==> src/rtl/wf68k30l_pkg.sv <==
// Shared types and constants for the wf68k30l core.
// Function codes, exception vectors and prefetch queue helpers.
package wf68k30l_pkg;

  localparam logic [2:0] FC_USER_PROG  = 3'b010;
  localparam logic [2:0] FC_SUPER_PROG = 3'b110;
  localparam logic [7:0] VEC_ADDR_ERROR = 8'd3;

  typedef enum logic [1:0] {
    IDLE,
    REQ,
    DISCARD,
    HALT
  } pfq_state_t;

  // Circular pointer advance; depth is at most 16 words.
  function automatic logic [4:0] pfq_wrap(
    input logic [4:0] p,
    input logic [2:0] n,
    input logic [4:0] depth
  );
    logic [5:0] s;
    s = {1'b0, p} + 6'(n);
    if (s >= {1'b0, depth}) s = s - {1'b0, depth};
    return s[4:0];
  endfunction

endpackage

==> src/rtl/wf68k30l_pfq_ram.sv <==
// Prefetch queue storage: 16-bit word plus bus-error tag per entry.
// Two write ports for a longword and a three-word read window.
module wf68k30l_pfq_ram
  import wf68k30l_pkg::*;
#(
  parameter int DEPTH_W = 8,
  parameter int AW = $clog2(DEPTH_W)
) (
  input  logic          clk,
  input  logic          we_hi,
  input  logic [AW-1:0] adr_hi,
  input  logic [16:0]   din_hi,
  input  logic          we_lo,
  input  logic [AW-1:0] adr_lo,
  input  logic [16:0]   din_lo,
  input  logic [AW-1:0] rd_ptr,
  output logic [16:0]   rd0,
  output logic [16:0]   rd1,
  output logic [16:0]   rd2
);

  logic [16:0] mem [DEPTH_W];
  logic [AW-1:0] p1, p2;

  always_ff @(posedge clk) begin
    if (we_hi) mem[adr_hi] <= din_hi;
    if (we_lo) mem[adr_lo] <= din_lo;
  end

  always_comb begin
    p1 = AW'(pfq_wrap(5'(rd_ptr), 3'd1, 5'(DEPTH_W)));
    p2 = AW'(pfq_wrap(5'(rd_ptr), 3'd2, 5'(DEPTH_W)));
    rd0 = mem[rd_ptr];
    rd1 = mem[p1];
    rd2 = mem[p2];
  end

endmodule

==> src/rtl/wf68k30l_prefetch_queue.sv <==
// Instruction prefetch queue feeding the opcode decoder.
// Longword fetches are split into tagged words; redirects flush the queue.
module wf68k30l_prefetch_queue
  import wf68k30l_pkg::*;
#(
  parameter int          DEPTH_W  = 8,
  parameter logic [31:0] RESET_PC = 32'h0
) (
  input  logic        CLK,
  input  logic        RESET,
  input  logic        FLUSH,
  input  logic [31:0] FLUSH_PC,
  input  logic        SBIT,
  output logic        FETCH_REQ,
  output logic [31:0] FETCH_ADR,
  output logic [2:0]  FETCH_FC,
  input  logic        FETCH_ACK,
  input  logic [31:0] FETCH_DATA,
  input  logic        FETCH_BERR,
  output logic [15:0] OPWORD,
  output logic [15:0] EXT_WORD1,
  output logic [15:0] EXT_WORD2,
  output logic [1:0]  WORDS_VALID,
  output logic [2:0]  WORD_BERR,
  output logic        ADR_ERR,
  input  logic [1:0]  CONSUME
);

  localparam int AW = $clog2(DEPTH_W);
  localparam int CW = AW + 1;
  localparam logic [CW-1:0] DEPTH = CW'(DEPTH_W);

  pfq_state_t    state, state_n;
  logic [31:0]   fetch_adr, fetch_adr_n;
  logic [31:0]   pend_adr, pend_adr_n;
  logic [2:0]    fc, fc_n;
  logic          skip, skip_n;
  logic          adr_err, adr_err_n;
  logic [CW-1:0] count, count_n;
  logic [AW-1:0] rd_ptr, rd_ptr_n;
  logic [AW-1:0] wr_ptr, wr_ptr_n;

  logic [1:0]    wv, pop;
  logic [CW-1:0] after_pop, count_ack, wr_cnt;
  logic          can_fetch;
  logic          we_hi, we_lo;
  logic [AW-1:0] adr_lo;
  logic [16:0]   rd0, rd1, rd2;
  logic [2:0]    fc_new;
  logic [31:0]   flush_adr;

  wf68k30l_pfq_ram #(
    .DEPTH_W(DEPTH_W),
    .AW     (AW)
  ) u_ram (
    .clk   (CLK),
    .we_hi (we_hi),
    .adr_hi(wr_ptr),
    .din_hi({FETCH_BERR, FETCH_DATA[31:16]}),
    .we_lo (we_lo),
    .adr_lo(adr_lo),
    .din_lo({FETCH_BERR, FETCH_DATA[15:0]}),
    .rd_ptr(rd_ptr),
    .rd0   (rd0),
    .rd1   (rd1),
    .rd2   (rd2)
  );

  always_comb begin
    wv = (count >= CW'(3)) ? 2'd3 : count[1:0];
    pop = (CONSUME > wv) ? wv : CONSUME;
    after_pop = count - CW'(pop);
    wr_cnt = skip ? CW'(1) : CW'(2);
    count_ack = after_pop + wr_cnt;
    can_fetch = (DEPTH - after_pop) >= wr_cnt;
    fc_new = SBIT ? FC_SUPER_PROG : FC_USER_PROG;
    flush_adr = {FLUSH_PC[31:2], 2'b00};
    adr_lo = skip ? wr_ptr
                  : AW'(pfq_wrap(5'(wr_ptr), 3'd1, 5'(DEPTH_W)));
  end

  always_comb begin
    state_n = state;
    fetch_adr_n = fetch_adr;
    pend_adr_n = pend_adr;
    fc_n = fc;
    skip_n = skip;
    adr_err_n = adr_err;
    count_n = after_pop;
    rd_ptr_n = AW'(pfq_wrap(5'(rd_ptr), 3'(pop), 5'(DEPTH_W)));
    wr_ptr_n = wr_ptr;
    we_hi = 1'b0;
    we_lo = 1'b0;
    unique case (state)
      IDLE: begin
        if (can_fetch) begin
          state_n = REQ;
          fc_n = fc_new;
        end
      end
      REQ: begin
        if (FETCH_ACK) begin
          we_hi = !skip;
          we_lo = 1'b1;
          count_n = count_ack;
          wr_ptr_n = AW'(pfq_wrap(5'(wr_ptr), 3'(wr_cnt),
                                  5'(DEPTH_W)));
          fetch_adr_n = fetch_adr + 32'd4;
          skip_n = 1'b0;
          if (FETCH_BERR) begin
            state_n = HALT;
          end else if ((DEPTH - count_ack) >= CW'(2)) begin
            state_n = REQ;
            fc_n = fc_new;
          end else begin
            state_n = IDLE;
          end
        end
      end
      DISCARD: begin
        if (FETCH_ACK) begin
          fetch_adr_n = pend_adr;
          state_n = adr_err ? HALT : REQ;
          fc_n = fc_new;
        end
      end
      HALT: begin
        state_n = HALT;
      end
    endcase
    // Redirect wins over pops and returning fetch data.
    if (FLUSH) begin
      we_hi = 1'b0;
      we_lo = 1'b0;
      count_n = '0;
      rd_ptr_n = '0;
      wr_ptr_n = '0;
      skip_n = FLUSH_PC[1];
      adr_err_n = FLUSH_PC[0];
      if ((state == REQ || state == DISCARD) && !FETCH_ACK) begin
        fetch_adr_n = fetch_adr;
        pend_adr_n = flush_adr;
        state_n = DISCARD;
      end else begin
        fetch_adr_n = flush_adr;
        state_n = FLUSH_PC[0] ? HALT : REQ;
        fc_n = fc_new;
      end
    end
  end

  always_ff @(posedge CLK or posedge RESET) begin
    if (RESET) begin
      state <= IDLE;
      fetch_adr <= {RESET_PC[31:2], 2'b00};
      pend_adr <= {RESET_PC[31:2], 2'b00};
      fc <= FC_SUPER_PROG;
      skip <= RESET_PC[1];
      adr_err <= 1'b0;
      count <= '0;
      rd_ptr <= '0;
      wr_ptr <= '0;
    end else begin
      state <= state_n;
      fetch_adr <= fetch_adr_n;
      pend_adr <= pend_adr_n;
      fc <= fc_n;
      skip <= skip_n;
      adr_err <= adr_err_n;
      count <= count_n;
      rd_ptr <= rd_ptr_n;
      wr_ptr <= wr_ptr_n;
    end
  end

  always_comb begin
    FETCH_REQ = (state == REQ) || (state == DISCARD);
    FETCH_ADR = fetch_adr;
    FETCH_FC = fc;
    ADR_ERR = adr_err;
    WORDS_VALID = wv;
    OPWORD = (wv >= 2'd1) ? rd0[15:0] : 16'h0000;
    EXT_WORD1 = (wv >= 2'd2) ? rd1[15:0] : 16'h0000;
    EXT_WORD2 = (wv == 2'd3) ? rd2[15:0] : 16'h0000;
    WORD_BERR = {(wv == 2'd3) && rd2[16],
                 (wv >= 2'd2) && rd1[16],
                 (wv >= 2'd1) && rd0[16]};
  end

  // Decoder must never pop more than it was shown.
  assert property (@(posedge CLK) disable iff (RESET)
    CONSUME <= wv);

endmodule

==> config.mk <==
export PLATFORM = sky130hd
export DESIGN_NAME = wf68k30l_prefetch_queue
export DESIGN_NICKNAME = d
export VERILOG_FILES = /design/src/rtl/wf68k30l_pkg.sv /design/src/rtl/wf68k30l_pfq_ram.sv /design/src/rtl/wf68k30l_prefetch_queue.sv
export SDC_FILE = /design/constraint.sdc
export NUM_CORES = 1
export LEC_CHECK = 0
export ABC_AREA = 1
export CAP_MARGIN = 20
export CORE_ASPECT_RATIO = 0.7
export CORE_MARGIN = 10
export CORE_UTILIZATION = 62
export CTS_CLUSTER_SIZE = 10
export DETAILED_ROUTE_END_ITERATION = 8
export HOLD_SLACK_MARGIN = 0.03
export PLACE_DENSITY = 0.89
export SLEW_MARGIN = 5
export SYNTH_ARGS = -nofsm -noshare
export SYNTH_HDL_FRONTEND = slang
export SYNTH_SLANG_ARGS = --single-unit
==> constraint.sdc <==
create_clock -name CLK -period 6.7 [get_ports CLK]
set_input_delay 0.67 -clock CLK [delete_from_list [all_inputs] [get_ports CLK]]
set_output_delay 0.67 -clock CLK [all_outputs]
set_load 0.03 [all_outputs]
==> out/metrics.cfg <==
[grt]
grt_first_pass_wirelength_um=69300
vias_in_the_first_global_route=12900
grt_max_degree=114
antenna_found_initial=1
groute.usage.overall_pct=29.7
grt-ovfl-total=0

[floorplanning]
die_width_um=199
floorplan.die_area_um2=29100
io_pins=162
placementRows=45
die_height_um=146
core_area_um2=21900
initial_core_util_pct=63.8

[power]
power.density_cell_area_nw_per_um2=483
p_leak_nw=6.69
ir_worst_vdd_mv=0.321
p_total_mw=7.83

[yosys]
yosys.area.top_type_share_pct=29.2
synth.distinct_cells=57
synth_seq_cells=213
prevailing_post_synth_register_cell=edfxtp_1
synth_seq_area_share_pct=43.0
yosys_warnings=0
post_synth_main_area_contributors=edfxtp_1, dfrtp_1, nand2_1
synth_enable_flop_cells=136
synth_area_leader_cell=edfxtp_1
synth-async-reset-ratio_pct=36.2
cell_count_after_synthesis=1707
syn_area_per_cell_um2=8.19
netlist_area_um2=14000

[worst_setup_path]
worst_r2r_path_depth=23
rrSetupSlack_ns=1.92
cp.required_ns=6.03
timing.critical_path.max_delay_family=buffers and inverters
critical_path.cell_chain=buf_4, nand2_1, o21ai_0, nor2_1, a2111oi_2, clkdlybuf4s50_1
worst-setup-path-type=reg2out
timing.critical_path.from_type=flop
worst_setup_path_endpoint=OPWORD[12]
worstReg2RegEnd=FETCH_FC[1]
cp.buffers_inverters=2
endpoint_class_of_the_critical_path=output pin
r2r_start=count[2]
crit_path_max_incr_delay_ns=0.93
arrival_ns=4.24
startpoint=rd_ptr[0]
cpMaxStageDelayCell=buf_4
path_max_fanout=113
critical_path_cell_count=6

[flow_run]
maximum_capacitance_violations=0

[layout]
post-route-cell-area_um2=16200
filler_cell_count=1554
post-route-util_pct=74.0
num-nets-final=1895
drive_above_1_share_pct=10.4
most_common_cell_after_layout_fill_and_taps_aside=nand2_1
final_cell_mix=nand2_1, o21ai_0, clkdlybuf4s50_1, inv_1, edfxtp_1
synthToLayoutAreaGrowth_pct=15.9
n_antenna_cell=0

[sta]
skew_ns=0.0219
fin_setup_tns_ns=0
report.final.hold_viol_count=0
final-setup-viol-count=0
clock.fmax_mhz=204
timing_worst_slew_pin_value_ns=1.14
crit_share_post_route_pct=73.3
max_slew_margin_pct=23.9
period_minus_slack_ns=4.91
grt_setup_unrepaired=false
slew_violations=0
worst_hold_margin_ns=0.490

[detailed_routing]
detail_route.first_pass.iterations=8
drt.antenna.violating_nets=0
drtIter0Drc=2143
postRouteWirelength_um=44600
vias_per_cell=6.40
drc_errors=0
vias=13400
route.detailed.wl_per_inst_um=21.2

[clocking]
clock_sinks=213
hold_buffers=0
tritoncts=yes
clock_tree.buffer_depth=3
ctsHtreeMaxLevel=1
clkLatencyLatePin_ns=0.53
clk_root_buffer_cell=clkbuf_16
clk_transition_reported_paths_ns=0.06
number_of_buffers_added_for_setup_after_cts=0
cts_buffers=25
post_cts_resized=0

[min_path]
hp-class=reg2reg
whs_path_depth=2
holdCritStartpoint=pend_adr[25]

[placed_design]
detailed_place_hpwl_um=29300
cell_area_placed_um2=15400
io_buffer_count=159
routabilityCongestion=0.951

[status]
run_status=finished clean

[worst min-delay path by stage]
stage,slack (ns),end
6_report,0.49,pend_adr[25]
5_1_grt,0.51,pend_adr[25]
4_1_cts,0.49,pend_adr[25]
3_5_place_dp,0.47,pend_adr[6]
3_3_place_gp,0.46,pend_adr[6]
2_1_floorplan,0.44,pend_adr[6]
[cells by family after synthesis]
| group | Yosys count | synth area share [%] |
|---|---|---|
| adder cells (fa/ha/maj) | 24 | 2.36 |
| flip-flops | 213 | 43.0 |
| multiplexers | 39 | 2.87 |
| AO/OA/AOI/OAI | 540 | 23.3 |
| XOR/XNOR | 14 | 0.877 |
| other | 1 | 0.0268 |
| AND/OR/NAND/NOR | 590 | 18.0 |
| buffers and inverters | 286 | 9.50 |
[cells in the mapped netlist (all sizes together) (2+ instances only)]
cell type,instances
a2111oi,16
a211oi,27
a21boi,2
a21oi,82
a221oi,2
a31oi,12
buf,82
clkbuf,35
dfrtp,75
dfstp,2
edfxtp,136
fa,4
ha,20
inv,168
mux2,9
mux2i,30
nand2,393
nand3,41
nand4,8
nor2,127
nor3,19
o211ai,4
o21ai,351
o221a,14
o221ai,11
o22ai,14
xnor2,7
xor2,7
[cell type report]
type,instances,area (µm²),area share [%]
Clock inverter,1,8.76,0.0541
Multi-Input combinational cell,1209,6670,41.2
Timing Repair Buffer,181,1800,11.1
Sequential cell,213,6020,37.1
Tap cell,282,353,2.18
Inverter,169,636,3.92
Clock buffer,43,714,4.41
[per-stage QoR]
stage	cells	worst slack [ns]
finish	2098	1.79
global route	2098	1.56
CTS	2096	1.73
detailed placement	2052	2.13
global placement	2051	2.31
floorplan	1708	2.78
[worst reg2reg max path, stage by stage, from the launching register on]
cell and delay [ns]:
dfrtp_1 0.42, nor2_1 0.25, nand2_1 0.16, inv_1 0.74
nand2_1 0.11, o21ai_0 0.11, o21ai_0 0.12, o21ai_0 0.29
ha_1 0.26, fa_1 0.53, fa_1 0.62, inv_1 0.07
ha_1 0.28, inv_1 0.04, nor2_1 0.09, nand2_1 0.06
nor2_1 0.11, nand3_2 0.11, nand2_2 0.09, nand2_1 0.05
nand2_1 0.05, nand3_1 0.06, nand2_1 0.06, nand2_1 0.05
[report_power, final]
part / internal (mW) / total [mW] / leakage (nW) / switching [mW]
combinational: 1.65 / 4.61 / 4.17 / 2.96
clock: 0.718 / 1.25 / 0.345 / 0.531
sequential: 1.67 / 1.97 / 2.17 / 0.302
[flip-flops by register name (all words and copies together), names as in the netlist]
| signal | flops |
|---|---|
| skip | 1 |
| ADR_ERR | 1 |
| FETCH_ADR | 30 |
| count | 4 |
| wr_ptr | 3 |
| pend_adr | 30 |
| FETCH_FC | 3 |
| state | 2 |
| rd_ptr | 3 |
| u_ram.mem | 136 |
[per-layer routing]
layer / GRT usage (%) / vias to the layer above / wire (µm) / part of all wire [%]
li1: - / 6058 / - / -
met1: 40.3 / 6162 / 17000 / 38
met2: 44.5 / 1024 / 19400 / 44
met3: 8.10 / 179 / 6490 / 15
met4: 10.3 / 2 / 1680 / 3.8
met5: 0 / - / 13 / 0.029
No activity file was read; power rests on OpenSTA's default activity.
